**src/rtl/uart_load_pkg.sv**
```systemverilog
// Shared constants for the UART frame loader: target ids, error codes,
// FSM state encodings and header field positions.
package uart_load_pkg;

  // Target memory ids (target 0 is the image buffer)
  localparam logic [1:0] TGT_IMG = 2'd0;
  localparam logic [1:0] TGT_W1  = 2'd1;
  localparam logic [1:0] TGT_W2  = 2'd2;
  localparam logic [1:0] TGT_B   = 2'd3;

  // Error codes reported on err_code
  localparam logic [2:0] ERR_NONE     = 3'd0;
  localparam logic [2:0] ERR_BAD_TGT  = 3'd1;
  localparam logic [2:0] ERR_ZERO_LEN = 3'd2;
  localparam logic [2:0] ERR_BUSY     = 3'd3;
  localparam logic [2:0] ERR_TIMEOUT  = 3'd4;

  // FSM state encodings
  localparam logic [1:0] ST_IDLE   = 2'd0;
  localparam logic [1:0] ST_LOAD   = 2'd1;
  localparam logic [1:0] ST_SKIP   = 2'd2;
  localparam logic [1:0] ST_FINISH = 2'd3;

  // Header word layout: [15:12] target id, [11:0] payload length
  localparam int HDR_TGT_MSB = 15;
  localparam int HDR_TGT_LSB = 12;
  localparam int HDR_LEN_MSB = 11;
  localparam int HDR_LEN_LSB = 0;

endpackage

```
**src/rtl/load_watchdog.sv**
```systemverilog
// Inter-word idle watchdog: counts enabled cycles since the last clear and
// flags expiry once the count reaches TIMEOUT-1. The count saturates there.
module load_watchdog #(
  parameter int TIMEOUT = 1_000_000
) (
  input  logic clk,
  input  logic rst_n,
  input  logic clr,
  input  logic en,
  output logic expire
);

  localparam int CNT_W = (TIMEOUT > 1) ? $clog2(TIMEOUT) : 1;

  logic [CNT_W-1:0] cnt_reg;

  assign expire = (cnt_reg == CNT_W'(TIMEOUT - 1));

  // Idle counter: clear wins, otherwise count while enabled until expiry
  always_ff @(posedge clk or negedge rst_n) begin
    if (!rst_n) begin
      cnt_reg <= '0;
    end else if (clr) begin
      cnt_reg <= '0;
    end else if (en && !expire) begin
      cnt_reg <= cnt_reg + 1'b1;
    end
  end

endmodule

```
**src/rtl/uart_load_ctrl.sv**
```systemverilog
// Frame controller behind the UART word assembler: parses a header, steers the
// following payload words into one of N_TGT memories with auto-incrementing
// addresses, reports framing errors / timeouts and triggers inference after a
// complete image load.
module uart_load_ctrl
  import uart_load_pkg::*;
#(
  parameter int DATA_W  = 16,
  parameter int ADDR_W  = 12,
  parameter int N_TGT   = 4,
  parameter int TIMEOUT = 1_000_000
) (
  input  logic              clk,
  input  logic              rst_n,
  input  logic              word_valid,
  input  logic [DATA_W-1:0] word,
  input  logic              infer_busy,
  output logic              wr_en,
  output logic [N_TGT-1:0]  wr_sel,
  output logic [ADDR_W-1:0] wr_addr,
  output logic [DATA_W-1:0] wr_data,
  output logic              busy,
  output logic              load_done,
  output logic [1:0]        done_tgt,
  output logic              start_infer,
  output logic              err,
  output logic [2:0]        err_code
);

  logic [1:0]        state_reg, state_next;
  logic [1:0]        tgt_reg;
  logic [ADDR_W-1:0] len_reg;
  logic [ADDR_W-1:0] addr_reg;

  logic              wr_en_reg, busy_reg, load_done_reg, start_infer_reg, err_reg;
  logic [N_TGT-1:0]  wr_sel_reg;
  logic [ADDR_W-1:0] wr_addr_reg;
  logic [DATA_W-1:0] wr_data_reg;
  logic [1:0]        done_tgt_reg;
  logic [2:0]        err_code_reg;

  logic [3:0]        hdr_tgt;
  logic [ADDR_W-1:0] hdr_len;
  logic [2:0]        hdr_code;
  logic [N_TGT-1:0]  sel_onehot;
  logic              in_frame, last_word, wd_expire, timeout;

  assign hdr_tgt = word[HDR_TGT_MSB:HDR_TGT_LSB];
  assign hdr_len = ADDR_W'(word[HDR_LEN_MSB:HDR_LEN_LSB]);

  // Header classification, in priority order: bad target, zero length, image busy
  always_comb begin
    hdr_code = ERR_NONE;
    if (32'(hdr_tgt) >= N_TGT)
      hdr_code = ERR_BAD_TGT;
    else if (hdr_len == '0)
      hdr_code = ERR_ZERO_LEN;
    else if (hdr_tgt == 4'(TGT_IMG) && infer_busy)
      hdr_code = ERR_BUSY;
  end

  genvar gi;
  generate
    for (gi = 0; gi < N_TGT; gi++) begin : g_sel
      assign sel_onehot[gi] = (32'(tgt_reg) == gi);
    end
  endgenerate

  assign in_frame  = (state_reg == ST_LOAD) || (state_reg == ST_SKIP);
  assign last_word = (addr_reg == len_reg - 1'b1);
  // A word arriving on the expiry cycle takes precedence over the timeout
  assign timeout   = in_frame && wd_expire && !word_valid;

  // Watchdog is held clear outside a frame, so every frame entry starts from 0
  load_watchdog #(
    .TIMEOUT (TIMEOUT)
  ) u_wdog (
    .clk    (clk),
    .rst_n  (rst_n),
    .clr    (word_valid || !in_frame),
    .en     (in_frame),
    .expire (wd_expire)
  );

  // Next-state logic; FINISH doubles as IDLE for header acceptance
  always_comb begin
    state_next = state_reg;
    case (state_reg)
      ST_IDLE, ST_FINISH: begin
        state_next = ST_IDLE;
        if (word_valid) begin
          if (hdr_code == ERR_NONE)      state_next = ST_LOAD;
          else if (hdr_code == ERR_BUSY) state_next = ST_SKIP;
        end
      end
      ST_LOAD: begin
        if (word_valid && last_word) state_next = ST_FINISH;
        else if (timeout)            state_next = ST_IDLE;
      end
      ST_SKIP: begin
        if ((word_valid && last_word) || timeout) state_next = ST_IDLE;
      end
      default: state_next = ST_IDLE;
    endcase
  end

  // State, frame counters and all registered outputs
  always_ff @(posedge clk or negedge rst_n) begin
    if (!rst_n) begin
      state_reg       <= ST_IDLE;
      tgt_reg         <= '0;
      len_reg         <= '0;
      addr_reg        <= '0;
      wr_en_reg       <= 1'b0;
      wr_sel_reg      <= '0;
      wr_addr_reg     <= '0;
      wr_data_reg     <= '0;
      busy_reg        <= 1'b0;
      load_done_reg   <= 1'b0;
      done_tgt_reg    <= '0;
      start_infer_reg <= 1'b0;
      err_reg         <= 1'b0;
      err_code_reg    <= ERR_NONE;
    end else begin
      state_reg       <= state_next;
      wr_en_reg       <= 1'b0;
      wr_sel_reg      <= '0;
      load_done_reg   <= 1'b0;
      start_infer_reg <= 1'b0;
      err_reg         <= 1'b0;
      case (state_reg)
        ST_IDLE, ST_FINISH: begin
          if (state_reg == ST_FINISH) begin
            load_done_reg   <= 1'b1;
            done_tgt_reg    <= tgt_reg;
            start_infer_reg <= (tgt_reg == TGT_IMG);
            busy_reg        <= 1'b0;
          end
          if (word_valid) begin
            if (hdr_code == ERR_NONE) begin
              err_code_reg <= ERR_NONE;
              tgt_reg      <= hdr_tgt[1:0];
              len_reg      <= hdr_len;
              addr_reg     <= '0;
              busy_reg     <= 1'b1;
            end else begin
              err_reg      <= 1'b1;
              err_code_reg <= hdr_code;
              if (hdr_code == ERR_BUSY) begin
                len_reg  <= hdr_len;
                addr_reg <= '0;
                busy_reg <= 1'b1;
              end
            end
          end
        end
        ST_LOAD: begin
          if (word_valid) begin
            wr_en_reg   <= 1'b1;
            wr_sel_reg  <= sel_onehot;
            wr_addr_reg <= addr_reg;
            wr_data_reg <= word;
            addr_reg    <= addr_reg + 1'b1;
          end else if (timeout) begin
            err_reg      <= 1'b1;
            err_code_reg <= ERR_TIMEOUT;
            busy_reg     <= 1'b0;
          end
        end
        ST_SKIP: begin
          if (word_valid) begin
            addr_reg <= addr_reg + 1'b1;
            if (last_word) busy_reg <= 1'b0;
          end else if (timeout) begin
            err_reg      <= 1'b1;
            err_code_reg <= ERR_TIMEOUT;
            busy_reg     <= 1'b0;
          end
        end
        default: ;
      endcase
    end
  end

  assign wr_en       = wr_en_reg;
  assign wr_sel      = wr_sel_reg;
  assign wr_addr     = wr_addr_reg;
  assign wr_data     = wr_data_reg;
  assign busy        = busy_reg;
  assign load_done   = load_done_reg;
  assign done_tgt    = done_tgt_reg;
  assign start_infer = start_infer_reg;
  assign err         = err_reg;
  assign err_code    = err_code_reg;

endmodule

```
**config.mk**
```make
export PLATFORM = sky130hd
export DESIGN_NAME = uart_load_ctrl
export DESIGN_NICKNAME = d
export VERILOG_FILES = /design/src/rtl/uart_load_pkg.sv /design/src/rtl/load_watchdog.sv /design/src/rtl/uart_load_ctrl.sv
export SDC_FILE = /design/constraint.sdc
export NUM_CORES = 1
export LEC_CHECK = 0
export ABC_CLOCK_PERIOD_IN_PS = 2670
export CORE_ASPECT_RATIO = 1.5
export CORE_MARGIN = 2
export CORE_UTILIZATION = 45
export DETAILED_ROUTE_END_ITERATION = 6
export GPL_TIMING_DRIVEN = 1
export PLACE_DENSITY = 0.68
export SYNTH_ARGS = -nofsm -noshare
export SYNTH_HDL_FRONTEND = slang
export SYNTH_SLANG_ARGS = --single-unit
```
**constraint.sdc**
```tcl
create_clock -name clk -period 2.67 [get_ports clk]
set_input_delay 0.267 -clock clk [delete_from_list [all_inputs] [get_ports clk]]
set_output_delay 0.267 -clock clk [all_outputs]
set_load 0.005 [all_outputs]
```
## Word-level counts from Yosys, hierarchy flattened

Cells that the tools add are included.

- Output and inout bits: 42
- Logic and storage cells: 111
- Input port bits: 20
- Register bits after elaboration: 90

- Reductions and logical operators: 28
- Equal/unequal tests: 18
- Multiplexer cells: 46
- $lt $le $gt $ge: 1
- $add $sub $neg: 3

Operators by type and width:

| kind | number |
|---|---|
| $mux W12 | 6 |
| $mux W20 | 2 |
| $pmux W12 S2 | 1 |
| $add A20 B1 Y20 const B | 1 |
| $eq A20 B20 Y1 const B | 1 |
| $mux W1 | 18 |
| $mux W2 | 8 |
| $mux W3 | 5 |
| $add A12 B1 Y12 const B | 1 |
| $eq A12 B12 Y1 | 1 |
| $logic_not A12 Y1 | 1 |
| $reduce_and A3 Y1 | 4 |
| $sub A12 B1 Y12 const B | 1 |
| $eq A2 B2 Y1 const B | 4 |
| $mux W4 | 2 |
| $reduce_and A2 Y1 | 4 |
| $ne A2 B1 Y1 const B | 3 |
| $ne A2 B2 Y1 const B | 3 |
| $ne A3 B3 Y1 const B | 2 |
| $pmux W2 S3 | 1 |
| $pmux W3 S2 | 1 |
| $logic_and A1 B1 Y1 | 5 |
| $eq A2 B1 Y1 const B | 2 |
| $ge A4 B3 Y1 const B | 1 |
| 11 further kinds | 18 |

## Depth between registers and ports, before layout

Gate-level depths: netlist of the first run.

- Depth in word-level cells: 10
- Depth in mapped cells: 9

## By module

From an unflattened synthesis of the first run, not the netlist that was laid out.

- Cells, all modules: 415
- Area, all modules: 4500.6 um^2

Modules (own cells, without submodules):

| module | instances | sequential area each (um^2) | cells each | area each (um^2) |
|---|---|---|---|---|
| uart_load_ctrl | 1 | 1751.7 | 302 | 3402.0 |
| load_watchdog | 1 | 500.5 | 113 | 1098.6 |

## Least setup slack after synthesis of the first run

OpenSTA, ideal clock, no wires.

- Kind: register to register
- Start: reg len_reg[0]
- End: reg state_reg[1]
- Period minus slack after synthesis: 2.431 ns
- Setup time: 0.125 ns
- Arrival: 2.306 ns
- Path slack: 0.239 ns
- Path buffers: 0
- Cell stages (with the launch flop): 9
- Cell sequence: dfrtp_1 > inv_1 > ha_1 > nor3b_4 > nand2_1 > or4_1 > o211a_2 > nor4b_4 > mux2_4

- Longest elaborated chain between the ends: 6
- Elaborated cells between the ends (all ways): 9
- Classes of those cells: add/sub: 1; eq/ne: 3; mux: 2; reduce/logical: 3

RTL lines:

| what | line | text |
|---|---|---|
| from (decl) | uart_load_ctrl.sv:32 | `logic [ADDR_W-1:0] len_reg;` |
| from (signal assigned) | uart_load_ctrl.sv:143 | `len_reg <= hdr_len;` |
| from (signal assigned) | uart_load_ctrl.sv:150 | `len_reg <= hdr_len;` |
| $sub A12 B1 Y12 * | uart_load_ctrl.sv:70 | `assign last_word = (addr_reg == len_reg - 1'b1);` |
| $eq A12 B12 Y1 * | uart_load_ctrl.sv:70 |  |
| $logic_and A1 B1 Y1 * | uart_load_ctrl.sv:97, uart_load_ctrl.sv:101 |  |
| $logic_or A1 B1 Y1 | uart_load_ctrl.sv:101 | `if ((word_valid && last_word) \|\| timeout) state_next = ST_IDLE;` |
| $ne A2 B1 Y1 (no source line) | - |  |
| $reduce_and A2 Y1 (no source line) | - |  |
| to (signal assigned) | uart_load_ctrl.sv:125 | `state_reg <= state_next;` |
| to (decl) | uart_load_ctrl.sv:30 | `logic [1:0] state_reg, state_next;` |

Every way passes the cells marked *; elsewhere a longest branch is shown, timed or not.
A chain may end at the register's enable or synchronous reset.

## Worst setup path after layout of the first run

- Start: reg addr_reg[9]
- End: reg state_reg[1]

- Longest elaborated chain between the ends: 5
- Elaborated cells between the ends (all ways): 8
- Classes of those cells: eq/ne: 3; mux: 2; reduce/logical: 3

RTL lines:

| what | line | text |
|---|---|---|
| from (decl) | uart_load_ctrl.sv:33 | `logic [ADDR_W-1:0] addr_reg;` |
| from (signal assigned) | uart_load_ctrl.sv:163 | `addr_reg <= addr_reg + 1'b1;` |
| from (signal assigned) | uart_load_ctrl.sv:172 | `addr_reg <= addr_reg + 1'b1;` |
| $eq A12 B12 Y1 * | uart_load_ctrl.sv:70 |  |
| $logic_and A1 B1 Y1 * | uart_load_ctrl.sv:97, uart_load_ctrl.sv:101 |  |
| $logic_or A1 B1 Y1 | uart_load_ctrl.sv:101 |  |
| $ne A2 B1 Y1 (no source line) | - |  |
| $reduce_and A2 Y1 (no source line) | - |  |

Marked as above.

==> out/qor.csv, run 1 <==
stage;metric;value;unit
power_and_ir_drop;peak supply drop;0.661;mV
cts;number of buffers on the longest clock path;2;
cts;clock slew at the register clock pins of the worst setup and hold paths;60;ps
timing;worst slew margin relative to its limit;56.2;%
final_layout;final-layout fill cell count;818;
die;number of rows created at floorplan;44;
yosys;prevailing post-synth register cell;sky130_fd_sc_hd__dfrtp_1;
final_layout;area occupied by multi-input gates;2070;sq um
grt;maximum number of pins on one net before global-route repair;55;
grt;total congestion overflow;0;
timing;max-slew violations;0;
run;# Max-Cap Violations;0;
detailed_routing;remaining routing DRC violations;0;
placement;Placement Cell Area;5370;sq um
die;I/O pins;62;
final_layout;most used cells in the layout excluding fill and tap cells;90 x sky130_fd_sc_hd__dfrtp_1, 60 x sky130_fd_sc_hd__clkdlybuf4s50_1, 38 x sky130_fd_sc_hd__nand2_1, 38 x sky130_fd_sc_hd__mux2_2;
yosys;synthesized area divided by synthesized cell count;10.9;sq um
timing;sum of negative setup slack;0;ps
critical_path;sort of element at the end of the critical path;register;
placement;number of input and output port buffers inserted;61;
grt;initial antenna violation count;0;
final_layout;share of final-layout standard cells stronger than drive strength 1;19.4;%
final_layout;area added between synthesis and finish;28.3;%
yosys;synthesized netlist cell count;406;
yosys;net count after synthesis;436;
yosys;total standard cell area after synthesis;4420;sq um
power_and_ir_drop;leakage power;2.47;nW
timing;setup repair after global routing missed its margin;false;
final_layout;fin area;5680;sq um
timing;Final Hold Fails;0;
detailed_routing;total wirelength of the detailed-routed design;10.3;mm
detailed_routing;1st-pass router iterations;7;
yosys;flip-flop and latch count after synthesis;90;
timing;fin crit period;2560;ps
cts;post-CTS setup buffer count;0;
detailed_routing;total number of vias;3338;
grt;first-pass GRT wire length;17.2;mm
critical_path;Worst setup SP type;register;
timing;number of endpoints failing setup at the final stage;0;
grt;number of global-route vias before repair;3567;
die;core box area;9630;sq um
timing;Max Clk Rate;391;MHz
detailed_routing;detail-routed via count per cell;5.44;
yosys;share of flip-flops with an asynchronous set or reset after synthesis;100;%
critical_path;type of the setup path with the least slack;reg2reg;
detailed_routing;Detail Route Antenna Nets;0;
die;horizontal die dimension;85.0;um
die;effective utilization at floorplan;45.9;%
timing;slew at the pin closest to its max-slew limit;656;ps
placement;final estimated routing congestion in global placement;0.885;
critical_path;top fanout value on the critical path;6;
placement;hpwl dp;7.76;mm
cts;cts bufs inserted;9;
final_layout;Nets;524;
timing;share of the clock period used by the worst path after layout;95.7;%
yosys;number of distinct library cells after synthesis;56;
die;DIE HEIGHT;125;um
timing;largest clock skew in the final design;7.21;ps
timing;minimum hold slack;436;ps
yosys;post-synthesis sequential area ratio;50.9;%
outcome;status;finished, final reports clean;
critical_path;launching element of the worst setup path;addr_reg[9];
critical_path;required time of the critical path;2890;ps
critical_path;critical path data arrival time;2780;ps
cts;number of clock sinks;90;
power_and_ir_drop;Power Dens Cells;952;nW/um^2
final_layout;number of non-filler instances in the completed layout;614;
detailed_routing;first-iteration detailed-routing DRC count;202;
critical_path;reg2reg start;addr_reg[9];
cts;library cell used as clock root buffer;sky130_fd_sc_hd__clkbuf_16;
cts;TritonCTS clock tree;yes;
yosys;number of flops mapped to enable cells by yosys;0;
worst_hold_path;Worst Hold Class;in2async;
detailed_routing;routed length per placed instance;16.8;um
final_layout;number of flip-flops under the largest register name;20;
final_layout;combined flip-flop and latch cell area;2250;sq um
placement;number of cells in the design after placement;597;
grt;global router's overall resource usage;20.6;%
yosys;YS warnings;0;
final_layout;commonest non-fill, non-tap cell in the layout;sky130_fd_sc_hd__dfrtp_1;
cts;level count of the clock H-tree;3;
power_and_ir_drop;overall power after layout;5.40;mW
final_layout;number of antenna diodes;0;
cts;clk_lat worst skew;340;ps
die;area of the die;10700;sq um
-- cells by family after synthesis --
logic type      share of synthesized area (%)
mux                                      10.7
buf+inv                                  2.71
flops                                    50.9
simple gates                             17.2
xor+xnor                                 6.90
fa+ha+maj                                2.83
compound gates                           8.77
-- synthesized netlist by cell type, drive strengths merged (3+ instances only) --
master | instances | area [sq um]
a21oi | 13 | 65.1
a31oi | 3 | 18.8
and3 | 8 | 50.1
and4 | 4 | 35.0
buf | 4 | 22.5
clkbuf | 12 | 45.0
dfrtp | 90 | 2250
ha | 10 | 125
inv | 14 | 52.6
mux2 | 39 | 443
mux2i | 3 | 30.0
nand2 | 38 | 143
nand3 | 11 | 55.1
nand4 | 5 | 31.3
nor2 | 30 | 113
nor3 | 7 | 35.0
nor3b | 4 | 41.3
nor4 | 6 | 52.6
o21ai | 24 | 120
or3 | 9 | 57.6
xnor2 | 11 | 104
xor2 | 23 | 201
-- critical path, cell delays in order (launching register included) --
cell,delay [ps]
sky130_fd_sc_hd__dfrtp_1,480
sky130_fd_sc_hd__and2b_1,220
sky130_fd_sc_hd__or3b_1,380
sky130_fd_sc_hd__a2111o_1,430
sky130_fd_sc_hd__a211o_1,320
sky130_fd_sc_hd__nor4b_4,280
sky130_fd_sc_hd__mux2_4,320
-- metal layers --
metal,GRT usage [%],vias up,part of all wire [%],routed length [um]
li1,-,1602,-,-
met2,37.8,57,55,5650
met4,11.6,0,4.4,452
met3,3.56,28,2.3,238
met1,21.8,1651,39,3990
met5,0,-,0,0
-- power breakdown --
group | switching (mW) | internal [mW]
sequential | 0.379 | 1.75
combinational | 0.891 | 1.17
clock | 0.490 | 0.723
total | 1.76 | 3.64
-- path summary, 6_finish.rpt --
kind,end,slack [ps],cells after the start
worst max register to register,state_reg[1],110,6
max in group asynchronous,wr_sel[0],1570,3
min in group clk,wr_addr[6],490,2
worst max-delay path,state_reg[1],110,6
worst min-delay path,wr_data[5],440,2
worst min register to register,wr_addr[6],490,2
-- through the flow --
step | setup slack [ps] | util, %
after CTS | 6.39 | 58.7
final | 114 | 58.9
after detailed placement | -351 | 55.7
after global placement | -224 | 55.7
after floorplan | 239 | -
after global routing | 26.3 | 58.9
-- repair_timing --
item,CTS,global route
resized for setup,0,5
hold buffers,1,0
hold endpoints to repair,36,0
setup endpoints to repair,0,6
-- area by class of cell --
class	count	area share, %
multi-input cells	286	36.5
well taps	115	2.54
clock buffers	13	4.23
clock inverters	3	0.705
inverters	14	0.926
repair buffers	93	15.4
flip-flops and latches	90	39.7
No activity file was read; power rests on OpenSTA's default activity.
==> run 2, diff against run 1 <==
- GPL_ROUTABILITY_DRIVEN: not set -> 0
==> out/qor.csv, run 2 (synthesis results as in run 1) <==
stage;metric;value;unit;change
critical_path;launching element of the worst setup path;len_reg[0];;was addr_reg[9]
final_layout;number of flip-flops under the largest register name;20;;unchanged
critical_path;worst reg-to-reg path cell count;8;;was 6
die;area of the die;10700;sq um;unchanged
timing;number of endpoints failing setup at the final stage;0;;unchanged
critical_path;top fanout value on the critical path;4;;was 6
timing;Final Hold Fails;0;;unchanged
cts;library cell used as clock root buffer;sky130_fd_sc_hd__clkbuf_16;;unchanged
critical_path;reg-to-reg slack, setup;150;ps;was 110 ps
critical_path;type of the setup path with the least slack;reg2reg;;unchanged
outcome;status;finished, final reports clean;;unchanged
power_and_ir_drop;leakage power;2.49;nW;was 2.47 nW
critical_path;reg2reg start;len_reg[0];;was addr_reg[9]
final_layout;area added between synthesis and finish;29.4;%;was 28.3%
final_layout;Nets;522;;was 524
timing;max-slew violations;0;;unchanged
die;number of rows created at floorplan;44;;unchanged
critical_path;max incr delay on CP;480;ps;about the same
final_layout;final-layout fill cell count;796;;was 818
critical_path;capturing instance or port of the critical path;state_reg[1];;unchanged
timing;share of the clock period used by the worst path after layout;94.5;%;was 95.7%
detailed_routing;remaining routing DRC violations;0;;unchanged
placement;number of cells in the design after placement;595;;was 597
final_layout;number of antenna diodes;0;;unchanged
worst_hold_path;Worst Hold Class;in2async;;unchanged
timing;minimum hold slack;462;ps;was 436 ps
critical_path;cell count along the critical path;8;;was 6
grt;maximum number of pins on one net before global-route repair;47;;was 55
timing;setup repair after global routing missed its margin;false;;unchanged
final_layout;core utilization of the finished layout;59.4;%;was 58.9%
cts;clock slew at the register clock pins of the worst setup and hold paths;60;ps;about the same
detailed_routing;first-iteration detailed-routing DRC count;109;;was 202
critical_path;sort of element at the end of the critical path;register;;unchanged
die;core box area;9630;sq um;unchanged
timing;setup slack of the critical path after layout;147;ps;was 114 ps
cts;clk_lat worst skew;350;ps;was 340 ps
power_and_ir_drop;peak supply drop;0.607;mV;was 0.661 mV
die;DIE HEIGHT;125;um;unchanged
final_layout;commonest non-fill, non-tap cell in the layout;sky130_fd_sc_hd__dfrtp_1;;unchanged
die;horizontal die dimension;85.0;um;unchanged
cts;cts bufs inserted;9;;unchanged
grt;total congestion overflow;0;;unchanged
run;# Max-Cap Violations;0;;unchanged
timing;sum of negative setup slack;0;ps;unchanged
die;I/O pins;62;;unchanged
critical_path;category of cells accounting for the largest share of critical-path delay;simple AND/OR/NAND/NOR gates;;unchanged
detailed_routing;detail-routed via count per cell;5.44;;about the same
critical_path;critical path data arrival time;2760;ps;was 2780 ps
final_layout;fin area;5720;sq um;was 5680 sq um
timing;Max Clk Rate;396;MHz;was 391 MHz
placement;hpwl dp;7.61;mm;was 7.76 mm
critical_path;required time of the critical path;2900;ps;was 2890 ps
grt;global router's overall resource usage;20.4;%;was 20.6%
final_layout;share of final-layout standard cells stronger than drive strength 1;20.1;%;was 19.4%
die;effective utilization at floorplan;45.9;%;unchanged
placement;number of input and output port buffers inserted;61;;unchanged
detailed_routing;Detail Route Antenna Nets;0;;unchanged
critical_path;Buf/Inv on CP;1;;was 0
cts;post-CTS setup buffer count;0;;unchanged
cts;level count of the clock H-tree;3;;unchanged
placement;Placement Cell Area;5340;sq um;was 5370 sq um
cts;TritonCTS clock tree;yes;;unchanged
detailed_routing;total number of vias;3332;;was 3338
detailed_routing;1st-pass router iterations;4;;was 7
final_layout;most used cells in the layout excluding fill and tap cells;89 x sky130_fd_sc_hd__dfrtp_1, 60 x sky130_fd_sc_hd__clkdlybuf4s50_1, 38 x sky130_fd_sc_hd__nand2_1, 38 x sky130_fd_sc_hd__mux2_2, 30 x sky130_fd_sc_hd__nor2_1;;was 90 x sky130_fd_sc_hd__dfrtp_1, 60 x sky130_fd_sc_hd__clkdlybuf4s50_1, 38 x sky130_fd_sc_hd__nand2_1, 38 x sky130_fd_sc_hd__mux2_2
cts;number of clock sinks;90;;unchanged
grt;first-pass GRT wire length;16.9;mm;was 17.2 mm
placement;pre-CTS WS;-302;ps;was -351 ps
detailed_routing;total wirelength of the detailed-routed design;10.1;mm;was 10.3 mm
timing;largest clock skew in the final design;7.19;ps;was 7.21 ps
grt;initial antenna violation count;0;;unchanged
timing;slew at the pin closest to its max-slew limit;650;ps;was 656 ps
power_and_ir_drop;Power Dens Cells;977;nW/um^2;was 952 nW/um^2
timing;fin crit period;2520;ps;was 2560 ps
critical_path;capture instance of the worst register-to-register path;state_reg[1];;unchanged
grt;number of global-route vias before repair;3490;;was 3567
final_layout;number of non-filler instances in the completed layout;612;;was 614
timing;worst slew margin relative to its limit;56.7;%;was 56.2%
detailed_routing;routed length per placed instance;16.5;um;was 16.8 um
critical_path;crit-path cells;inv_1 -> ha_2 -> nor3b_4 -> nand2_1 -> or4_1 -> o211a_2 -> nor4b_4 -> mux2_4;;was and2b_1 -> or3b_1 -> a2111o_1 -> a211o_1 -> nor4b_4 -> mux2_4
cts;number of buffers on the longest clock path;2;;unchanged
critical_path;slowest cell on the critical path;sky130_fd_sc_hd__or4_1;;was sky130_fd_sc_hd__dfrtp_1
critical_path;Worst setup SP type;register;;unchanged
power_and_ir_drop;overall power after layout;5.59;mW;was 5.40 mW
-- run 2: cell count changes in the layout (fill, tap and decap cells not counted) --
cell,change
sky130_fd_sc_hd__a21boi_1,+1
sky130_fd_sc_hd__a21boi_2,-1
sky130_fd_sc_hd__buf_12,-1
sky130_fd_sc_hd__buf_4,-1
sky130_fd_sc_hd__bufinv_16,+2
sky130_fd_sc_hd__clkbuf_1,-4
sky130_fd_sc_hd__clkbuf_8,+2
sky130_fd_sc_hd__dfrtp_1,-1
sky130_fd_sc_hd__dfrtp_2,+1
sky130_fd_sc_hd__nor4_1,-1
sky130_fd_sc_hd__nor4_2,+1
-- run 2: cell type report --
| class | count | area, sq um | share of cell area (%) |
|---|---|---|---|
| well taps | 115 | 144 | 2.51 |
| flip-flops and latches | 90 | 2250 | 39.4 |
| multi-input cells | 286 | 2070 | 36.2 |
| clock inverters | 5 | 100 | 1.75 |
| repair buffers | 91 | 848 | 14.8 |
| clock buffers | 11 | 253 | 4.42 |
| inverters | 14 | 52.6 | 0.918 |
-- run 2: what timing repair did --
item	CTS	global route
resized for setup	0	6
hold endpoints to repair	45	0
hold buffers	1	0
setup endpoints to repair	0	8
-- run 2: worst min-delay path by stage --
stage | from | endpoint | slack (ps)
after CTS | rst_n | wr_data[5] | 480
after detailed placement | rst_n | wr_data[5] | 310
after global placement | rst_n | wr_data[5] | 300
after floorplan | rst_n | addr_reg[0] | -30
final | rst_n | wr_data[5] | 460
after global routing | err_code[2] | err_code[2] | 510
-- run 2: where the power goes --
group | switching, mW | internal (mW) | total, mW
registers | 0.380 | 1.75 | 2.13
clock network | 0.511 | 0.961 | 1.47
logic | 0.867 | 1.13 | 1.99
-- run 2: worst reg2reg max path: cells and delay by family (launching register included) --
family / cells / cell delay (ps)
mux: 1 / 330
fa+ha+maj: 1 / 220
compound gates: 1 / 190
buf+inv: 1 / 90
flops: 1 / 440
simple gates: 4 / 1150
-- run 2: layer usage --
| metal | wire length [um] | vias to the layer above | part of all wire, % | global-route usage, % |
|---|---|---|---|---|
| li1 | - | 1614 | - | - |
| met1 | 3890 | 1640 | 38 | 21.6 |
| met2 | 5660 | 56 | 56 | 37.7 |
| met3 | 237 | 22 | 2.3 | 3.43 |
| met4 | 333 | 0 | 3.3 | 10.6 |
| met5 | 0 | - | 0 | 0 |
==> run 3, diff against run 2 <==
- SLEW_MARGIN: not set -> 20
==> results of run 3 <==
No change in the layout: final DEF, timing and power equal those of run 2.
